===== config.mk =====
export PLATFORM = sky130hd
export DESIGN_NAME = ysyx_23060332_exu_ctrl
export DESIGN_NICKNAME = d
export VERILOG_FILES = /design/src/rtl/ysyx_23060332_exu_ctrl.sv
export SDC_FILE = /design/constraint.sdc
export NUM_CORES = 1
export LEC_CHECK = 0
export ABC_AREA = 1
export ABC_CLOCK_PERIOD_IN_PS = 2050
export CAP_MARGIN = 20
export CORE_MARGIN = 2
export CORE_UTILIZATION = 40
export DETAILED_ROUTE_END_ITERATION = 8
export GPL_ROUTABILITY_DRIVEN = 1
export PLACE_DENSITY = 0.7
export SLEW_MARGIN = 5
export SYNTH_ARGS = -nofsm -noshare
export SYNTH_HDL_FRONTEND = slang
export SYNTH_SLANG_ARGS = --single-unit

===== constraint.sdc =====
create_clock -name clk -period 2.05 [get_ports clk]
set_input_delay 0.205 -clock clk [delete_from_list [all_inputs] [get_ports clk]]
set_output_delay 0.205 -clock clk [all_outputs]
set_load 0.01 [all_outputs]

===== src/rtl/ysyx_23060332_exu_ctrl.sv =====
// Multi-cycle sequencer for the NPC core: fetch at pc, hold the word for the IDU,
// retire addi with a one-cycle rf_wen strobe, stop on ebreak, illegal inst or fetch timeout.
module ysyx_23060332_exu_ctrl #(
   parameter int unsigned       ADDR_W      = 32,
   parameter logic [ADDR_W-1:0] RESET_PC    = ADDR_W'(32'h8000_0000),
   parameter int unsigned       TIMEOUT_CYC = 255
) (
   input  logic              clk,
   input  logic              rst_n,
   input  logic              start,
   output logic              ifu_req,
   output logic [ADDR_W-1:0] ifu_addr,
   input  logic              ifu_rvalid,
   input  logic [31:0]       ifu_rdata,
   output logic [31:0]       inst,
   input  logic              dec_valid,
   input  logic              dec_ebreak,
   output logic              rf_wen,
   output logic [ADDR_W-1:0] pc,
   output logic [31:0]       retire_cnt,
   output logic              halted,
   output logic              trap,
   output logic [1:0]        trap_cause
);

   localparam int unsigned WAIT_W = (TIMEOUT_CYC > 1) ? $clog2(TIMEOUT_CYC) : 1;
   localparam logic [WAIT_W-1:0] WAIT_LAST = WAIT_W'(TIMEOUT_CYC - 1);

   localparam logic [1:0] CAUSE_ILLEGAL = 2'd1;
   localparam logic [1:0] CAUSE_TIMEOUT = 2'd2;

   typedef enum logic [2:0] {
      S_IDLE,
      S_FETCH,
      S_DECODE,
      S_WB,
      S_HALT,
      S_TRAP
   } state_e;

   state_e            state_q,  state_d;
   logic [ADDR_W-1:0] pc_q,     pc_d;
   logic [31:0]       inst_q,   inst_d;
   logic [31:0]       retire_q, retire_d;
   logic [WAIT_W-1:0] wait_q,   wait_d;
   logic [1:0]        cause_q,  cause_d;

   always_ff @(posedge clk or negedge rst_n) begin
      if (!rst_n) begin
         state_q  <= S_IDLE;
         pc_q     <= RESET_PC;
         inst_q   <= '0;
         retire_q <= '0;
         wait_q   <= '0;
         cause_q  <= '0;
      end else begin
         state_q  <= state_d;
         pc_q     <= pc_d;
         inst_q   <= inst_d;
         retire_q <= retire_d;
         wait_q   <= wait_d;
         cause_q  <= cause_d;
      end
   end

   always_comb begin
      state_d  = state_q;
      pc_d     = pc_q;
      inst_d   = inst_q;
      retire_d = retire_q;
      wait_d   = wait_q;
      cause_d  = cause_q;
      unique case (state_q)
         S_IDLE: begin
            if (start) state_d = S_FETCH;
         end
         S_FETCH: begin
            // A response arriving on the last allowed cycle still beats the timeout.
            if (ifu_rvalid) begin
               inst_d  = ifu_rdata;
               wait_d  = '0;
               state_d = S_DECODE;
            end else if (wait_q == WAIT_LAST) begin
               cause_d = CAUSE_TIMEOUT;
               state_d = S_TRAP;
            end else begin
               wait_d = wait_q + 1'b1;
            end
         end
         S_DECODE: begin
            if (dec_ebreak) begin
               state_d = S_HALT;
            end else if (dec_valid) begin
               state_d = S_WB;
            end else begin
               cause_d = CAUSE_ILLEGAL;
               state_d = S_TRAP;
            end
         end
         S_WB: begin
            pc_d     = pc_q + ADDR_W'(4);
            retire_d = retire_q + 32'd1;
            state_d  = S_FETCH;
         end
         S_HALT:  state_d = S_HALT;
         S_TRAP:  state_d = S_TRAP;
         default: state_d = S_IDLE;
      endcase
   end

   // Every output is a register or a decode of the state register.
   assign ifu_req    = (state_q == S_FETCH);
   assign ifu_addr   = pc_q;
   assign pc         = pc_q;
   assign inst       = inst_q;
   assign rf_wen     = (state_q == S_WB);
   assign retire_cnt = retire_q;
   assign halted     = (state_q == S_HALT);
   assign trap       = (state_q == S_TRAP);
   assign trap_cause = cause_q;

endmodule


# == After elaboration in Yosys (flattened, before gate mapping) ==
# Cells that the tools add are included.
# W data, S select, Z words.
# op_classes
shifts,0
div_mod_pow,0
magnitude_cmp,0
n_eq_ne,13
muxes,13
n_reduce_logical,6
bitwise_logic,0
multipliers,0
addsub,3
# ops
operator,n
$add A32 B1 Y32 const B,1
$add A32 B3 Y32 const B,1
$pmux W3 S6,1
$mux W8,2
$mux W3,5
$ne A2 B2 Y1 const B,5
$add A8 B1 Y8 const B,1
$eq A8 B8 Y1 const B,1
$mux W2,4
$eq A3 B2 Y1 const B,2
$eq A3 B3 Y1 const B,2
$reduce_and A2 Y1,3
$reduce_and A5 Y1,1
$pmux W2 S2,1
$eq A3 B1 Y1 const B,1
$logic_not A3 Y1,1
$ne A3 B1 Y1 const B,1
$ne A2 B1 Y1 const B,1
$reduce_bool A2 Y1,1
# word_totals
memories,0
register_bits,109
out_inout_bits,134
in_bits,38
latch_bits,0
ram_bits,0
word_cells,41
romBits,0

# == Logic depth before layout (Yosys ltp) ==
# logic_depth
ltp_word,4
depth_mapped,10
depth_no_buf,9

# == Worst setup path before layout ==
# No wires, ideal clock.
# synth_timing
path_type,reg2reg
startpoint,"reg pc_q[2], in the netlist ifu_addr[2]"
endpoint,"reg pc_q[22], in the netlist ifu_addr[22]"
stages_incl_launch_ff,9
required_ns,1.922
synth_period_minus_slack_ns,1.601
setup_slack_ns,0.449
arrival_time_ns,1.474
setup_time_ns,0.128
n_path_buf,1
cell_sequence,dfrtp_1 -> ha_1 -> inv_1 -> nor2_1 -> nand3_1 -> nor2_2 -> buf_6 -> nand2_2 -> xnor2_2
# synth_via
elab_chain_len,1
# synth_lines
item,line_no,source
"start, declared",42,"logic [ADDR_W-1:0] pc_q, pc_d;"
"start signal, assigned",58,pc_q <= pc_d;
$add A32 B3 Y32,101,pc_d = pc_q + ADDR_W'(4);
# Every way passes these cells.
# A chain may end at the register's enable or synchronous reset.

# == Final worst setup path ==
# layout_timing
startpoint,reg state_q[2]
endpoint,out ifu_req
# layout_via
elab_chain_len,1
# layout_lines
item,line_no,source
"start, declared",41,"state_e state_q, state_d;"
"start signal, assigned",57,state_q <= state_d;
$eq A3 B1 Y1,112,assign ifu_req = (state_q == S_FETCH);
"end, declared",11,"output logic ifu_req,"
# Every way passes these cells.

==> impl_metrics.py <==
metrics = {
    "status": {
        "status": "completed",
    },
    "sta": {
        "fin_crit_sh_pct": 94.7,
        "setup-violations-final": 0,
        "finalSetupTns_ns": 0,
        "drv_slew": 0,
        "rsz0062_at_grt": "no",
        "tightestPinTransition_ns": 0.596,
        "slew-limit-headroom_pct": 60.3,
        "period_needed_ns": 1.94,
        "finClkSkew_ns": 0.00581,
        "finalHoldViolations": 0,
        "fmax_ghz": 0.515,
    },
    "floorplan": {
        "pin_count": 172,
        "fp-row-count": 43,
        "dieArea_mm2": 0.0150,
        "core-area_mm2": 0.0138,
        "die_x_um": 123,
        "initial_core_util_pct": 40.7,
        "die_height_um": 123,
    },
    "synthesis": {
        "netlist_instances": 705,
        "syn_avg_cell_area_um2": 7.98,
        "yosysUniqueCellTypes": 27,
        "synth.top_cells.by_area": "dfrtp_1 (47%), nand2_1 (15%), nand3_1 (7.9%), buf_4 (4.8%), inv_1 (4.7%)",
        "netlist_area_mm2": 0.00562,
        "synth_top_area_share_pct": 47.2,
        "yosysSeqAreaShare_pct": 47.6,
        "yosys.area.top_type": "dfrtp_1",
        "yosys_warnings": 0,
        "synth-seq-cells": 107,
    },
    "drt": {
        "wl_per_cell_um": 13.1,
        "viasPerCell": 4.67,
        "drc": 0,
        "drt_pass1_iterations": 4,
        "drtAntennaViolNets": 0,
        "drt_iter0_drc": 303,
        "vias": 4824,
        "wl_um": 13500,
    },
    "worst_hold_path": {
        "worstHoldStart": "ifu_rdata[30]",
        "hold_class": "primary input to register",
        "whs_endpoint": "inst[30]",
        "holdPathStages": 3,
    },
    "place": {
        "io_buffers": 167,
        "place.gp.congestion": 0.824,
        "placed_area_mm2": 0.00729,
        "hpwl_um": 9870,
    },
    "critical_path": {
        "reg2reg_to": "ifu_addr[20]",
        "cp_data_required_time_ns": 1.85,
        "startpoint_type": "register",
        "endpoint_kind": "primary output",
        "r2r-start": "ifu_addr[3]",
        "critPathKind": "register to primary output",
        "ff2ff_setup_slack_ns": 0.26,
        "crit_fanout": 8,
        "rr_worst_depth": 7,
        "cp.arrival_ns": 1.74,
    },
    "cts": {
        "cts-htree-levels": 3,
        "cts_num_sinks": 107,
        "cts-root-buf": "clkbuf_16",
        "path_clk_slew_ns": 0.07,
        "post_cts_buffers": 0,
        "clk_latency_ns": 0.35,
        "cts_tree": "yes",
        "cts_buffers": 9,
        "cts.path.max_buffers": 2,
    },
    "layout": {
        "final_common_cell": "nand2_1",
        "final_nets": 889,
        "final_util_pct": 55.1,
        "insertedDiodeCount": 0,
        "mostFrequentLayoutCells": "nand2_1 (219), clkdlybuf4s50_1 (165), dfrtp_1 (106), nand3_1 (89), inv_1 (71)",
        "area_growth_pct": 35.4,
        "drive_gt1_share_pct": 5.63,
        "final_area_mm2": 0.00762,
    },
    "pwr": {
        "peakVddDrop_v": 0.000749,
        "p_leak_nw": 3.58,
        "p_per_area_mw_per_mm2": 923,
    },
    "global_routing": {
        "grtUsageTotal_pct": 18.8,
        "gr-total-overflow": 0,
        "grt_antenna_before_repair": 0,
        "grt_max_degree": 108,
        "grt_pass1_wl_um": 22200,
        "grt_pass1_vias": 4448,
    },
    "flow_run": {
        "max_cap_viol_count": 0,
    },
}
[repair_timing]
| item | in CTS | in global routing |
|---|---|---|
| endpoints found under the hold margin | 106 | 0 |
| hold buffers | 1 | 0 |
| setup endpoints to repair | 0 | 1 |
| resized for setup | 0 | 1 |
[synthesized netlist by cell type]
cell	instances
nand2_1	219
dfrtp_1	106
nand3_1	89
inv_1	71
nor2_1	62
buf_4	36
xor2_1	23
nand4_1	19
xnor2_1	18
o21ai_0	10
nor3_1	9
buf_2	8
nand2_2	5
nor2_4	5
ha_1	4
nor2_2	4
clkbuf_1	3
inv_2	3
buf_6	2
nand3_4	2
and2_1	1
conb_1	1
dfstp_2	1
nand3b_1	1
nor3_2	1
o31ai_1	1
xnor2_2	1
[sequential cells by signal (all words and copies together) (netlist names)]
name and flops:
ifu_addr 30, inst 32, retire_cnt 32, state_q 3, trap_cause 2, wait_q 8
[critical path, cell delays in order, from the launching register on]
cell and delay (ns):
dfrtp_1 0.44, nor2_1 0.12, nand2_1 0.11, inv_2 0.16
clkdlybuf4s50_1 0.56
[per-stage QoR]
| step | setup slack, ns | hold slack, ns | power [mW] | instances |
|---|---|---|---|---|
| global route | 0.0201 | 0.414 | 7.51 | 1032 |
| finish | 0.108 | 0.404 | 7.03 | 1032 |
| detailed placement | 0.263 | 0.329 | 5.26 | 1015 |
| global placement | 0.342 | 0.326 | 5.25 | 1015 |
| CTS | 0.0688 | 0.394 | 7.11 | 1032 |
| floorplan | 0.449 | -0.0906 | 4.02 | 708 |
[how the worst max path moves through the flow]
stage	from	to	slack (ns)	depth (start not counted)
6_report	state_q[2]	ifu_req	0.11	4
5_1_grt	state_q[0]	ifu_req	0.02	5
4_1_cts	state_q[0]	rf_wen	0.07	4
3_5_place_dp	ifu_addr[3]	ifu_addr[20]	0.26	7
3_3_place_gp	ifu_addr[3]	ifu_addr[20]	0.34	7
2_1_floorplan	ifu_addr[2]	ifu_addr[22]	0.45	8
[kinds of logic after synthesis]
kind of cell,Yosys count,synth area share (%)
compound gates,11,1.02
xor+xnor,42,6.68
fa+ha+maj,4,0.890
buf+inv,123,11.1
flops,107,47.6
other cells,1,0.0667
simple gates,417,32.6
[area by class of cell]
class / instances / area (um^2)
fillers: 1298 / 6210
inverters: 74 / 278
well taps: 180 / 225
clock buffers: 12 / 267
multi-input cells: 478 / 2330
clock inverters: 4 / 47.5
repair buffers: 177 / 1790
flip-flops and latches: 107 / 2680
[where the power goes]
group          switching (mW)  internal (mW)
Clock                   0.772           1.04
Combinational            1.19           1.17
Sequential              0.319           2.54
Total                    2.28           4.75
[routing by layer]
layer / GRT usage (%) / vias to the layer above / share of wire (%)
met5: 0 / - / 0
met4: 5.60 / 0 / 1.6
met3: 7.67 / 15 / 9.3
met2: 28.5 / 162 / 44
met1: 24.8 / 2201 / 45
li1: - / 2446 / -
(Power assumes the default switching activity.)
